### src/rtl/led_flow_ctrl.sv
// LED pattern sequencer: tick-driven stepping with a debounced mode button.
module led_flow_ctrl #(
  parameter int unsigned DEB_CYCLES = 1_000_000,
  parameter int unsigned STEP_DIV   = 1
) (
  input  logic       sys_clk,
  input  logic       sys_rst,
  input  logic       tick_lvl,
  input  logic       en,
  input  logic       key_mode,
  output logic [3:0] led,
  output logic [1:0] mode,
  output logic [7:0] step_cnt,
  output logic       step_pulse
);

  localparam int unsigned DEB_W = (DEB_CYCLES > 1) ? $clog2(DEB_CYCLES) : 1;
  localparam logic [DEB_W-1:0] DEB_LAST = DEB_W'(DEB_CYCLES - 1);
  localparam logic [7:0] DIV_LAST = 8'(STEP_DIV - 1);

  typedef enum logic [1:0] {
    SHIFT_L = 2'd0,
    SHIFT_R = 2'd1,
    BOUNCE  = 2'd2,
    BLINK   = 2'd3
  } mode_e;

  logic             tick_q;
  logic             key_s1;
  logic             key_s2;
  logic             key_stable;
  logic             key_stable_nxt;
  logic [DEB_W-1:0] deb_cnt;
  logic [DEB_W-1:0] deb_cnt_nxt;
  logic [7:0]       div_cnt;
  logic [7:0]       div_nxt;
  logic [7:0]       cnt_nxt;
  logic [3:0]       led_nxt;
  logic             dir_up;
  logic             dir_nxt;
  logic             pulse_nxt;
  mode_e            mode_q;
  mode_e            mode_nxt;
  logic             rise_c;
  logic             press_c;
  logic             step_c;

  function automatic logic [3:0] start_pattern(input mode_e m);
    case (m)
      SHIFT_R: return 4'b1000;
      BLINK:   return 4'b0000;
      default: return 4'b0001;
    endcase
  endfunction

  assign mode = 2'(mode_q);

  // Input staging: tick edge reference and two-flop key synchronizer
  always_ff @(posedge sys_clk) begin
    if (sys_rst) begin
      tick_q <= 1'b0;
      key_s1 <= 1'b1;
      key_s2 <= 1'b1;
    end else begin
      tick_q <= tick_lvl;
      key_s1 <= key_mode;
      key_s2 <= key_s1;
    end
  end

  // Debounce: accept a key level only after it differs for DEB_CYCLES cycles
  always_comb begin
    deb_cnt_nxt    = '0;
    key_stable_nxt = key_stable;
    if (key_s2 != key_stable) begin
      if (deb_cnt == DEB_LAST) begin
        key_stable_nxt = key_s2;
      end else begin
        deb_cnt_nxt = deb_cnt + DEB_W'(1);
      end
    end
  end

  assign rise_c  = tick_lvl & ~tick_q;
  assign press_c = key_stable & ~key_stable_nxt;
  assign step_c  = en & rise_c & (div_cnt == DIV_LAST);

  // Next-state for mode, pattern, divider and step counter; a press beats a step
  always_comb begin
    mode_nxt  = mode_q;
    led_nxt   = led;
    dir_nxt   = dir_up;
    div_nxt   = div_cnt;
    cnt_nxt   = step_cnt;
    pulse_nxt = 1'b0;
    if (press_c) begin
      mode_nxt = mode_e'(2'(mode_q) + 2'd1);
      led_nxt  = start_pattern(mode_nxt);
      dir_nxt  = 1'b1;
      div_nxt  = '0;
      cnt_nxt  = '0;
    end else if (en && rise_c) begin
      if (step_c) begin
        div_nxt   = '0;
        cnt_nxt   = step_cnt + 8'd1;
        pulse_nxt = 1'b1;
        case (mode_q)
          SHIFT_L: led_nxt = {led[2:0], led[3]};
          SHIFT_R: led_nxt = {led[0], led[3:1]};
          BOUNCE: begin
            if (dir_up) begin
              led_nxt = {led[2:0], 1'b0};
              if (led_nxt == 4'b1000) dir_nxt = 1'b0;
            end else begin
              led_nxt = {1'b0, led[3:1]};
              if (led_nxt == 4'b0001) dir_nxt = 1'b1;
            end
          end
          default: led_nxt = ~led;
        endcase
      end else begin
        div_nxt = div_cnt + 8'd1;
      end
    end
  end

  // State and output registers
  always_ff @(posedge sys_clk) begin
    if (sys_rst) begin
      key_stable <= 1'b1;
      deb_cnt    <= '0;
      mode_q     <= SHIFT_L;
      led        <= 4'b0001;
      dir_up     <= 1'b1;
      div_cnt    <= '0;
      step_cnt   <= '0;
      step_pulse <= 1'b0;
    end else begin
      key_stable <= key_stable_nxt;
      deb_cnt    <= deb_cnt_nxt;
      mode_q     <= mode_nxt;
      led        <= led_nxt;
      dir_up     <= dir_nxt;
      div_cnt    <= div_nxt;
      step_cnt   <= cnt_nxt;
      step_pulse <= pulse_nxt;
    end
  end

endmodule

### config.mk
export PLATFORM = sky130hd
export DESIGN_NAME = led_flow_ctrl
export DESIGN_NICKNAME = d
export VERILOG_FILES = /design/src/rtl/led_flow_ctrl.sv
export SDC_FILE = /design/constraint.sdc
export NUM_CORES = 1
export LEC_CHECK = 0
export CORE_MARGIN = 8
export CORE_UTILIZATION = 55
export CTS_BUF_LIST = sky130_fd_sc_hd__clkbuf_8
export DETAILED_ROUTE_END_ITERATION = 8
export PLACE_DENSITY = 0.82
export REMOVE_ABC_BUFFERS = 1
export SLEW_MARGIN = 40
export SYNTH_ARGS = -nofsm -noshare
export SYNTH_HDL_FRONTEND = slang
export SYNTH_SLANG_ARGS = --single-unit
### constraint.sdc
create_clock -name sys_clk -period 4.86 [get_ports sys_clk]
set_input_delay 0.729 -clock sys_clk [delete_from_list [all_inputs] [get_ports sys_clk]]
set_output_delay 0.729 -clock sys_clk [all_outputs]
set_load 0.005 [all_outputs]
* After elaboration in Yosys (flattened, before gate mapping)
Cells that the tools add are included.
W data, S select, Z words.
** Storage, ports and cells
- Register bits :: 48
- Input bits :: 5
- Word-level logic and storage cells :: 56
** Cells by class
- Reductions and logical operators :: 11
- Add/sub/neg operators :: 4
- Eq/ne operators :: 8
- Bitwise operators :: 9
- Mux-type cells :: 13
** Operators with widths (number)
- $add A20 B1 Y20 const B :: 1
- $eq A20 B20 Y1 const B :: 1
- $add A8 B1 Y8 const B :: 2
- $mux W4 :: 4
- $pmux W4 S3 :: 1
- $logic_not A8 Y1 :: 1
- $mux W8 :: 1
- $pmux W4 S2 :: 1
- $mux W1 :: 6
- $reduce_or A3 Y1 :: 2
- $and A1 B1 Y1 :: 4
- $eq A2 B1 Y1 const B :: 2
- $eq A2 B2 Y1 const B :: 2
- $not A1 Y1 :: 4
- $not A4 Y4 :: 1
- $reduce_and A2 Y1 :: 2
- $reduce_bool A2 Y1 :: 2
- $eq A3 B1 Y1 const B :: 1
- $eq A3 B3 Y1 const B :: 1
- $reduce_and A3 Y1 :: 1
- $add A2 B1 Y2 const B :: 1
- $logic_not A2 Y1 :: 1
- $reduce_or A2 Y1 :: 1
- $logic_and A1 B1 Y1 :: 1
- $ne A1 B1 Y1 :: 1

* Longest topological paths before layout
Gate-level depths: netlist of run 1.
- Word-level depth :: 7
- Depth in mapped cells :: 8
- Mapped depth without buffers :: 7

* Least setup slack after synthesis of run 1
Ideal clock, no wire load.
- Kind :: input-to-reg
- Start :: input en
- End :: register step_cnt[5]
- Setup time :: 0.117 ns
- Arrival :: 1.678 ns
- Setup slack :: 3.065 ns
- Path buffers :: 1
- Stages :: 6
- Cell sequence :: and3b_1 -> nand3_1 -> buf_2 -> nor3_1 -> xnor2_1 -> nor2_1
** On the way
- Longest elaborated chain between the ends :: 3
- Elaborated cells between the ends (all ways) :: 4
** RTL lines
- start, declared :: RTL line 9 : input logic en,
- $and A1 B1 Y1 (2 in series) :: RTL line 86 : assign step_c = en & rise_c & (div_cnt == DIV_LAST);
- $reduce_and A2 Y1 (no source line) *
- end signal, assigned :: RTL line 145 : step_cnt <= cnt_nxt;
- end, declared :: RTL line 13 : output logic [7:0] step_cnt,
Mark *: on every way between the ends. The rest lies on a longest branch, timed or not.
A chain may end at the register's enable or synchronous reset.

* Worst setup path in the final report of run 1
- Start :: input tick_lvl
- End :: register step_cnt[7]
** On the way
- Longest elaborated chain between the ends :: 4
- Elaborated cells between the ends (all ways) :: 5
** RTL lines
- start, declared :: RTL line 8 : input logic tick_lvl,
- $and A1 B1 Y1 * :: RTL line 84 : assign rise_c = tick_lvl & ~tick_q;
- $and A1 B1 Y1 (2 in series) :: RTL line 86
- $reduce_and A2 Y1 (no source line) *
Marked as above.

==> flow_summary.ini, run 1 <==
[cts]
cts_buffer_depth = 2
cts_buffers = 5
clock_sinks = 48
cts_resized = 0
htree_levels = 2
clk_latency_ns = 0.30
cts_tree = yes
postCtsHoldBufs = 0
cts_setup_buffers = 0
clockRootBuffer = clkbuf_8
clk_pin_slew_ns = 0.09

[power_and_ir_drop]
ir_drop_mv = 0.205
switching_share_pct = 22.9
p_int_mw = 0.514
power_frac_seq_pct = 60.2
power_frac_clock_pct = 35.6
power_density_nw_per_um2 = 260
p_leak_nw = 0.910
power_mw = 0.666
combPwrFrac_pct = 4.2
p_sw_mw = 0.153

[placed_design]
port-buffer-count = 19
gp_congestion = 0.751
dpl.hpwl_mm = 2.96
place_inst = 310

[yosys]
ys_types = 45
syn_avg_cell_area_sq_um = 9.16
ys.flop_type = dfxtp_1
yosysWarnings = 0
syn_inst = 249
synth_seq_cells = 48
synth_area_leaders = dfxtp_1, xor2_1, nor2_1
yosysTopAreaCell = dfxtp_1
synthesis.area_sq_um = 2280
async_flop_share_pct = 0
yosysTopAreaCellShare_pct = 42.1
synth-seq-area-share_pct = 42.1
synth_edf_count = 0

[routing]
drtAntennaViolNets = 0
first_pass_iters = 4
wl_per_cell_microns = 12.7
routed_wl_mm = 4.03
drt_iter0_drc = 49
via_count = 1702
post-route-drc-count = 0
viasPerCell = 5.35

[global_routing]
grt_usage_pct = 13.3
grt-ovfl-total = 0
grt_start_max_net_pins = 21
antenna_found_initial = 0
grt_pass1_vias = 1570
grt_pass1_wl_mm = 6.90

[timing]
slew_violations = 0
rsz0062_at_grt = false
finClkSkew_ns = 0.00780
hold_violations = 0
relSlewSlack_pct = 70.0
worst_pin_slew_ns = 0.446
max_freq_ghz = 0.432
min_period_ns = 2.31
setup_viol = 0
finalCritPeriodShare_pct = 47.6
tns_ns = 0

[floorplan]
chipWidth_microns = 80.4
num_rows = 23
design.core.area_sq_um = 4000
die_area_sq_um = 6460
num_io_pins = 20
die_h_microns = 80.4
start_util_pct = 57.0

[layout]
diodes = 0
final-instance-count-excl-fill = 318
final_nets = 282
drive_gt1_share_pct = 8.58
area_growth_pct = 12.6

[critical_path]
cp.arrival_ns = 2.50
cp_slowest_cell = clkdlybuf4s50_1
path_buf_inv = 1
crit_type = primary input to flop
start_kind = primary input
slowest_delay_ns = 0.51
critPathRequiredTime_ns = 5.05
critPathCaptureType = flop
cp_top_family = simple AND/OR/NAND/NOR gates
crit_fanout = 14
path_cells = clkdlybuf4s50_1, and3b_1, nand3_1, nor4_1, xnor2_1, nor2_1

[outcome]
status = finished clean

[flow_run]
maxCapViolations = 0

[hold_path]
hold_path.class = flop to flop
[through the flow]
step,area (sq um),utilization [%],hold WS [ns],setup WS [ns]
4_1_cts,2570,64.2,0.413,2.53
3_3_place_gp,2480,61.9,0.392,2.24
2_1_floorplan,2220,-,0.389,2.92
6_report,2570,64.2,0.415,2.55
3_5_place_dp,2480,61.9,0.397,2.18
5_1_grt,2570,64.2,0.418,2.37
[power by group through the flow]
stage / clock [mW] / combinational (mW) / sequential [mW]
2_1_floorplan: 0 / 0.0146 / 0.410
3_3_place_gp: 0 / 0.0276 / 0.410
3_5_place_dp: 0 / 0.0282 / 0.410
4_1_cts: 0.246 / 0.0283 / 0.401
5_1_grt: 0.265 / 0.0309 / 0.402
6_report: 0.237 / 0.0280 / 0.401
[cell usage in the layout (no fill, tap or decap), drive strengths merged, types with 6 or more instances in the layout]
cell	instances
clkdlybuf4s50	19
nand2	18
nor2	44
xnor2	12
xor2	20
nand3	18
ha	10
dfxtp	48
inv	8
nand4	6
[worst register-to-register path: stages (launching register included)]
cell,delay [ns]
dfxtp_1,0.37
or4b_1,0.55
nor4_2,0.22
a31o_2,0.40
nand2b_1,0.28
nor2_1,0.08
[kinds of logic (layout without fill, tap and decap cells)]
group                      Yosys count  count (layout)  synth area share [%]
muxes                                1               1                 0.439
and+or+nand+nor                    120             120                  28.6
xor gates and xnor gates            32              32                  12.3
DFF                                 48              48                  42.1
adders and majority gates           10              10                  5.49
buffers and inverters               15              34                  3.68
AOI/OAI and AO/OA                   23              23                  7.41
[final timing paths]
| path | start | end | slack, ns | cells after the start |
|---|---|---|---|---|
| setup / recovery | tick_lvl | step_cnt[7] | 2.55 | 6 |
| hold / removal | key_s1 | key_s2 | 0.41 | 1 |
| setup reg to reg | deb_cnt[12] | div_cnt[2] | 2.83 | 5 |
| hold reg to reg | key_s1 | key_s2 | 0.41 | 1 |
[final cells by class]
cell class                 instances  area, sq um
clock buffer                       5         68.8
clock inverter                     3         22.5
fill                             358         1430
inverter                           7         26.3
multi-input combinational        186         1240
sequential                        48          961
tap                               50         62.6
timing repair buffer              19          190
[registers in the layout, indices dropped and copies added (netlist names)]
signal / flops
tick_q: 1
key_stable: 1
step_pulse: 1
deb_cnt: 20
div_cnt: 8
step_cnt: 8
mode: 2
key_s2: 1
dir_up: 1
led: 4
key_s1: 1
[synthesized netlist by cell type, types with 2 or more instances]
library cell and count:
o21ai_0 2, a21oi_1 5, ha_1 10, inv_1 7, nor4_2 3, a21o_1 3
nand2_1 18, or2_2 2, a211oi_1 3, nand4_1 6, nand3_1 17, xor2_1 20
o311a_1 2, nor3_1 2, and4_1 2, dfxtp_1 48, nor2_1 44, buf_2 4
nand3b_1 4, a22oi_1 3, buf_6 3, nor2b_1 3, and3_1 5, xnor2_1 12
[layer usage]
layer  vias to the layer above  part of all wire [%]  GRT usage, %
met3                         6                   3.6          3.13
met4                         0                   2.0          6.55
met5                         -                     0             0
met1                       788                    48          15.7
li1                        888                     -             -
met2                        20                    47          21.8
(Power assumes the default switching activity.)
==> inputs of run 2 (changes only) <==
--- a/config.mk
+++ b/config.mk
@@ -6,7 +6,7 @@
 export NUM_CORES = 1
 export LEC_CHECK = 0
 export CORE_MARGIN = 8
-export CORE_UTILIZATION = 55
+export CORE_UTILIZATION = 53
 export CTS_BUF_LIST = sky130_fd_sc_hd__clkbuf_8
 export DETAILED_ROUTE_END_ITERATION = 8
 export PLACE_DENSITY = 0.82
==> constraint.sdc (replaced) <==
create_clock -name sys_clk -period 2 [get_ports sys_clk]
set_input_delay 0.3 -clock sys_clk [delete_from_list [all_inputs] [get_ports sys_clk]]
set_output_delay 0.3 -clock sys_clk [all_outputs]
set_load 0.005 [all_outputs]
==> flow_summary.ini, run 2 (synthesized netlist as in run 1, its figures left out) <==
[outcome]
status = finished clean

[hold_path]
hold_path.class = flop to flop

[floorplan]
num_rows = 24
design.core.area_sq_um = 4260
start_util_pct = 53.5
die_h_microns = 81.6
num_io_pins = 20
die_area_sq_um = 6660
chipWidth_microns = 81.6

[timing]
tns_ns = 0
rsz0062_at_grt = false
worst_pin_slew_ns = 0.434
hold_ws_ns = 0.421
relSlewSlack_pct = 70.8
max_freq_ghz = 0.547
min_period_ns = 1.83
finClkSkew_ns = 0.0138
hold_violations = 0
setup_viol = 0
finalCritPeriodShare_pct = 91.4
fin_ws_ns = 0.172
slew_violations = 0

[routing]
drt_iter0_drc = 79
post-route-drc-count = 0
drtAntennaViolNets = 0
viasPerCell = 5.47
first_pass_iters = 4
routed_wl_mm = 4.26
via_count = 1782
wl_per_cell_microns = 13.1

[cts]
cts_setup_buffers = 0
cts_buffer_depth = 2
clockRootBuffer = clkbuf_8
clock_sinks = 48
cts_resized = 0
postCtsHoldBufs = 0
htree_levels = 2
clk_latency_ns = 0.30
clk_pin_slew_ns = 0.08
cts_buffers = 5
cts_tree = yes

[global_routing]
grt_pass1_wl_mm = 7.32
grt-ovfl-total = 0
antenna_found_initial = 0
grt_usage_pct = 13.8
grt_start_max_net_pins = 21
grt_pass1_vias = 1701

[power_and_ir_drop]
p_int_mw = 1.25
power_frac_seq_pct = 60.5
power_density_nw_per_um2 = 617
p_sw_mw = 0.365
switching_share_pct = 22.6
p_leak_nw = 0.939
combPwrFrac_pct = 4.7
power_mw = 1.61
power_frac_clock_pct = 34.8
ir_drop_mv = 0.436

[layout]
diodes = 0
area_growth_pct = 14.5
final_common_cell = dfxtp_1
top_register = deb_cnt
largest_reg_flops = 20
fillers = 369
final_nets = 288
drive_gt1_share_pct = 10.6
utilization_pct = 61.2
final-instance-count-excl-fill = 326
design_area_sq_um = 2610
top_regs = deb_cnt (20), div_cnt (8), step_cnt (8)
final_cell_mix = dfxtp_1, nor2_1, xor2_1, clkdlybuf4s50_1, nand2_1

[critical_path]
critPathRequiredTime_ns = 2.18
critPathCaptureType = flop
crit_type = flop to flop
cp.arrival_ns = 2.01
start_kind = flop
crit_fanout = 5

[placed_design]
post-place-ws_ns = 0.0950
dpl.hpwl_mm = 3.18
port-buffer-count = 19
place_area_sq_um = 2520
gp_congestion = 0.795
place_inst = 318

[flow_run]
maxCapViolations = 0
==> run 2: cell types whose count changed in the layout (fill, tap and decap cells not counted) <==
cell,change
clkinv_2,+1
inv_6,-1
buf_4,+6
==> run 2: power by group through the flow <==
stage	Clock [mW]	Combinational, mW	Sequential (mW)
after global routing	0.610	0.0831	0.977
after detailed placement	0	0.0757	0.998
after CTS	0.577	0.0761	0.975
final	0.562	0.0756	0.975
after floorplan	0	0.0355	0.996
after global placement	0	0.0742	0.997
==> run 2: critical path: stages, from the launching register on <==
cell      delay, ns
dfxtp_1        0.43
inv_1          0.13
ha_1           0.27
a21o_1         0.22
a221oi_1       0.26
a211oi_1       0.08
a211oi_1       0.25
nor3_2         0.07
==> run 2: layout make-up <==
| type | count | area [sq um] | share of cell area (%) |
|---|---|---|---|
| Clock buffer | 5 | 68.8 | 2.64 |
| Inverter | 7 | 26.3 | 1.01 |
| Multi-Input combinational cell | 186 | 1240 | 47.3 |
| Tap cell | 52 | 65.1 | 2.49 |
| Sequential cell | 48 | 961 | 36.8 |
| Timing Repair Buffer | 25 | 235 | 9.01 |
| Clock inverter | 3 | 18.8 | 0.719 |
==> run 2: layer usage <==
metal / global-route usage, % / share of wire (%) / vias to the layer above
li1: - / - / 902
met1: 13.1 / 43 / 847
met2: 27.0 / 51 / 25
met3: 3.39 / 4.2 / 8
met4: 6.14 / 2.1 / 0
met5: 0 / 0 / -
==> run 2: path summary, 6_finish.rpt <==
path	start	endpoint	slack, ns	depth (start not counted)
max	mode[0]	led[3]	0.17	7
max reg2reg	mode[0]	led[3]	0.17	7
min	key_s1	key_s2	0.42	1
min reg2reg	key_s1	key_s2	0.42	1
==> edit 1, RTL diff (settings of run 1) <==
Change the parameter `DEB_CYCLES` from 1_000_000 to 2_000_000.
--- a/src/rtl/led_flow_ctrl.sv
+++ b/src/rtl/led_flow_ctrl.sv
@@ -1,5 +1,5 @@
 // LED pattern sequencer: tick-driven stepping with a debounced mode button.
 module led_flow_ctrl #(
-  parameter int unsigned DEB_CYCLES = 1_000_000,
+  parameter int unsigned DEB_CYCLES = 2_000_000,
   parameter int unsigned STEP_DIV   = 1
 ) (
Function: no difference found for any inputs over 10 cycles, from zero or initial values and one cycle with sys_rst high; that may be too few to reach the edited logic, so the function may still have changed.
==> edit 1 against run 1 <==
- synthesized area rose by 0.77%
- global-route usage rose by 1.1 points
- sequential cell count rose by 1
- critical endpoint unchanged
- setup slack got worse by 0.14 ns
- via count rose by 5.1%
- cell area rose by 1.7%
- utilization rose by 1.1 points
- routed wire length rose by 7.2%
- power rose by 1.3%
==> edit 1: results (changes against run 1) <==
.. list-table::
   :header-rows: 1

   * - Metric
     - Value
   * - Total of flip-flops plus latches after synthesis
     - 49 (+2.1%)
   * - Final core utilization
     - 65.3% (+1.1 points)
   * - Met3 wire length
     - 206 um (+41%)
   * - Worst path arrival time
     - 2.65 ns (+0.15 ns)
   * - Count of mapped cells out of synthesis
     - 255 (+2.4%)
   * - Net switching power
     - 0.145 mW (-5.3%)
   * - Met2 Wirelength
     - 2.02 mm (+7.4%)
   * - Length of routed wiring on met1
     - 2.02 mm (+5.5%)
   * - Wire length of the first global-routing pass
     - 7.48 mm (+8.4%)
   * - Met1 Use GR
     - 17.3% (+1.6 points)
   * - Final weighted congestion of routability-driven global placement
     - 0.764 (+1.8%)
   * - Share of layout cells above drive strength 1
     - 5.45% (-3.1 points)
   * - FILL cells
     - 336 (-6.1%)
   * - Worst slack, placed
     - 2.07 ns (-0.117 ns)
   * - Nonclk inv count
     - 8 (+1)
   * - Largest net degree at the start of global routing
     - 22 (+4.8%)
   * - Status
     - completed
   * - GRT met3 Usage
     - 3.35% (+0.22 points)
   * - Largest registers
     - deb_cnt (21), div_cnt (8), step_cnt (8)
   * - Synth top area cells
     - sky130_fd_sc_hd__dfxtp_1, sky130_fd_sc_hd__nor2_1, sky130_fd_sc_hd__xor2_1, sky130_fd_sc_hd__ha_1, sky130_fd_sc_hd__xnor2_1
   * - Startpoint of the lowest-slack register-to-register path
     - deb_cnt[0]$_SDFF_PP0_
   * - Achievable frequency
     - 408 MHz (-5.7%)
   * - Placed wire-length estimate after detailed placement
     - 3.08 mm (+3.8%)
   * - Wirelength, routed
     - 4.31 mm (+7.2%)
   * - Final-stage net count
     - 290 (+2.8%)
   * - Layout Skew
     - 0.00621 ns (-0.00159 ns)
   * - Count of vias placed by the detailed router
     - 1788 (+5.1%)
   * - Overall global routing resource usage
     - 14.3% (+1.1 points)
   * - Most frequent cells after synthesis
     - sky130_fd_sc_hd__dfxtp_1, sky130_fd_sc_hd__nor2_1, sky130_fd_sc_hd__xor2_1
   * - Internal reg-to-reg setup slack
     - 2.48 ns (-0.35 ns)
   * - Crit path max fanout
     - 15 (+1)
   * - Post-route insts no fill
     - 325 (+2.2%)
   * - Portion of the layout cell area used by non-clock buffers
     - 7.57% (+0.16 points)
   * - Number of multi-input logic gates
     - 191 (+2.7%)
   * - Buffers excl. clock
     - 20 (+1)
   * - Number of distinct library cells after synthesis
     - 43 (-4.4%)
   * - Violation count after the first detailed-routing iteration
     - 92 (+88%)
-- edit 1: changes by cell type after synthesis, sizes merged, moves of 2 or more --
cell	before	now
nand4	6	8
nor3	3	7
nor2	44	49
buf	7	5
nand3	18	16
nand2	18	13
-- edit 1: kinds of logic after synthesis --
| kind of cell | share of synthesized area, % |
|---|---|
| AND/OR/NAND/NOR | 28.0 |
| flip-flops | 42.7 |
| XOR/XNOR | 12.6 |
| AO/OA/AOI/OAI | 7.68 |
| buffers and inverters | 2.78 |
| adder cells (fa/ha/maj) | 5.44 |
| multiplexers | 0.871 |
-- edit 1: power groups by stage --
stage               logic [mW]  clock network (mW)  registers [mW]
floorplan               0.0157                   0           0.418
global placement        0.0285                   0           0.418
detailed placement      0.0292                   0           0.419
CTS                     0.0295               0.243           0.409
global route            0.0332               0.260           0.410
finish                  0.0299               0.236           0.409
==> edit 2, RTL diff (settings of run 1) <==
Without the edit above. Register the inputs `tick_lvl`, `en` and `key_mode` before use, with the module's reset. The logic sees them one clock later.
--- a/src/rtl/led_flow_ctrl.sv
+++ b/src/rtl/led_flow_ctrl.sv
@@ -25,4 +25,20 @@
     BLINK   = 2'd3
   } mode_e;
+
+  logic tick_lvl_q;
+  logic en_q;
+  logic key_mode_q;
+
+  always_ff @(posedge sys_clk) begin
+    if (sys_rst) begin
+      tick_lvl_q <= '0;
+      en_q       <= '0;
+      key_mode_q <= '0;
+    end else begin
+      tick_lvl_q <= tick_lvl;
+      en_q       <= en;
+      key_mode_q <= key_mode;
+    end
+  end
 
   logic             tick_q;
@@ -63,6 +79,6 @@
       key_s2 <= 1'b1;
     end else begin
-      tick_q <= tick_lvl;
-      key_s1 <= key_mode;
+      tick_q <= tick_lvl_q;
+      key_s1 <= key_mode_q;
       key_s2 <= key_s1;
     end
@@ -82,7 +98,7 @@
   end
 
-  assign rise_c  = tick_lvl & ~tick_q;
+  assign rise_c  = tick_lvl_q & ~tick_q;
   assign press_c = key_stable & ~key_stable_nxt;
-  assign step_c  = en & rise_c & (div_cnt == DIV_LAST);
+  assign step_c  = en_q & rise_c & (div_cnt == DIV_LAST);
 
   // Next-state for mode, pattern, divider and step counter; a press beats a step
@@ -100,5 +116,5 @@
       div_nxt  = '0;
       cnt_nxt  = '0;
-    end else if (en && rise_c) begin
+    end else if (en_q && rise_c) begin
       if (step_c) begin
         div_nxt   = '0;
Check against the original RTL: not equivalent (Yosys sat finds a counterexample within 4 cycles, from zero or initial values and one cycle with sys_rst high).
==> edit 2 against run 1 <==
- sequential power is 5.7% higher
- routed wire length increased by 1.4%
- clock skew shrank 0.00065 ns
- synthesized area rose by 3.6%
- cell area up 3.4%
- sequential cell count grew 3
- count of clock-buffer cells in the layout grew 2
- sequential share of layout area increased by 1.0 points
- first-iteration DRC count rose to 3.1 times the old value
- setup slack improved by 0.19 ns
- fmax is 9.2% higher
- critical path depth unchanged
- power grew 6.1%
- final cell count is 2.8% higher
==> edit 2: results (changes against run 1) <==
.. list-table::
   :header-rows: 1

   * - Metric
     - Value
   * - Status
     - completed
   * - Count of vias placed by the detailed router
     - 1762 (+3.5%)
   * - DP Area
     - 2550 um2 (+3.2%)
   * - Via count of the first global-routing pass
     - 1671 (+6.4%)
   * - CP peak stage delay
     - 0.45 ns (-0.06 ns)
   * - Violation count after the first detailed-routing iteration
     - 151 (+210%)
   * - Final weighted congestion of routability-driven global placement
     - 0.777 (+3.5%)
   * - Largest net degree at the start of global routing
     - 21 (unchanged)
   * - Share of layout cells above drive strength 1
     - 7.27% (-1.3 points)
   * - IO Port Bufs
     - 19 (unchanged)
   * - Worst path arrival time
     - 2.31 ns (-0.19 ns)
   * - Number of distinct library cells after synthesis
     - 44 (-2.2%)
   * - CTS-repair resized insts
     - 0 (unchanged)
   * - Internal reg-to-reg setup slack
     - 2.74 ns (-0.09 ns)
   * - Number of routed nets with antenna violations
     - 0 (unchanged)
   * - Antenna violations before repair
     - 0 (unchanged)
   * - Ys async rst share
     - 0% (unchanged)
   * - Number of H-tree branching levels
     - 2 (unchanged)
   * - Final critical delay including setup and external delays
     - 2.12 ns (-0.194 ns)
   * - Fraction of the yosys area taken by sequential cells
     - 43.2% (+1.1 points)
   * - Wire length of the first global-routing pass
     - 7.25 mm (+5.1%)
   * - Final-stage net count
     - 289 (+2.5%)
   * - Synth top area cells
     - sky130_fd_sc_hd__dfxtp_1, sky130_fd_sc_hd__nor2_1, sky130_fd_sc_hd__xnor2_1, sky130_fd_sc_hd__xor2_1, sky130_fd_sc_hd__ha_1
   * - Warnings, synthesis
     - 0 (unchanged)
   * - Wirelength, routed
     - 4.08 mm (+1.4%)
   * - Cell leakage power
     - 0.951 nW (+4.6%)
   * - Clock buffers created by TritonCTS
     - 5 (unchanged)
   * - Layout Skew
     - 0.00715 ns (-0.000652 ns)
   * - Worst slack, placed
     - 2.54 ns (+0.352 ns)
   * - Overall global routing resource usage
     - 13.7% (+0.40 points)
   * - Transition time at the pin with the least slew margin
     - 0.401 ns (-0.0456 ns)
   * - Most frequent cells after synthesis
     - sky130_fd_sc_hd__dfxtp_1, sky130_fd_sc_hd__nor2_1, sky130_fd_sc_hd__xnor2_1, sky130_fd_sc_hd__xor2_1, sky130_fd_sc_hd__nand3_1
   * - Slowest stage cell on the critical path
     - sky130_fd_sc_hd__nor4_2
   * - Worst IR Drop VDD
     - 0.126 mV (-38%)
   * - Worst hold-check path type
     - register to register
   * - Crit path max fanout
     - 15 (+1)
   * - Placed wire-length estimate after detailed placement
     - 2.95 mm (-0.46%)
   * - DR DRC count
     - 0 (unchanged)
[edit 2: cell count changes after synthesis, sizes merged, moves of 3 or more]
cell | before | now
nor2b | 3 | 6
dfxtp | 48 | 51
nand4 | 6 | 9
xor2 | 20 | 16
nor2 | 44 | 49
nand2 | 18 | 14
xnor2 | 12 | 16
[edit 2: path summary, 6_finish.rpt]
check	from	end	cells past startpoint
worst max-delay path	deb_cnt[0]$_SDFF_PP0_	div_cnt[4]$_SDFFE_PP0P_	6
worst min-delay path	key_s1$_SDFF_PP1_	key_s2$_SDFF_PP1_	1
worst min register to register	key_s1$_SDFF_PP1_	key_s2$_SDFF_PP1_	1
worst max register to register	deb_cnt[0]$_SDFF_PP0_	div_cnt[4]$_SDFFE_PP0P_	6
[edit 2: layer usage]
layer  track usage [%]  share of wire, %
met4              6.07               1.7
met2              21.6                47
met3              4.16               3.7
met1              16.8                48
met5                 0                 0
[edit 2: layout make-up]
class / instances / area (um2)
clock inverter: 1 / 3.75
fill: 349 / 1580
clock buffer: 7 / 96.3
multi-input combinational: 189 / 1250
tap: 52 / 65.1
inverter: 8 / 30.0
sequential: 51 / 1020
timing repair buffer: 19 / 190
[edit 2: logic make-up (layout without fill, tap and decap cells)]
group	after synthesis	in the layout	synth area share (%)
buf+inv	16	35	3.97
flops	51	51	43.2
fa+ha+maj	10	10	5.29
simple gates	123	123	28.1
xor+xnor	32	32	11.9
compound gates	23	23	7.15
mux	1	1	0.424
[edit 2: metrics by stage]
stage / power (mW) / hold slack (ns) / cells
floorplan: 0.445 / 0.389 / 248
detailed placement: 0.455 / 0.398 / 319
CTS: 0.712 / 0.418 / 327
global route: 0.733 / 0.432 / 327
finish: 0.707 / 0.412 / 327
global placement: 0.455 / 0.395 / 319
[edit 2: power breakdown]
part | switching [mW] | total [mW] | internal [mW] | leakage, nW
clock network | 0.134 | 0.262 | 0.128 | 0.0557
logic | 0.0109 | 0.0207 | 0.00988 | 0.483
registers | 0.00292 | 0.424 | 0.422 | 0.413
total | 0.148 | 0.707 | 0.559 | 0.951
[edit 2: worst reg2reg max path, stage by stage (launching register included)]
cell	delay, ns
sky130_fd_sc_hd__dfxtp_1	0.38
sky130_fd_sc_hd__ha_1	0.19
sky130_fd_sc_hd__nand3_1	0.22
sky130_fd_sc_hd__nor4_2	0.45
sky130_fd_sc_hd__a31o_2	0.42
sky130_fd_sc_hd__nand2b_1	0.27
sky130_fd_sc_hd__nor2_1	0.08
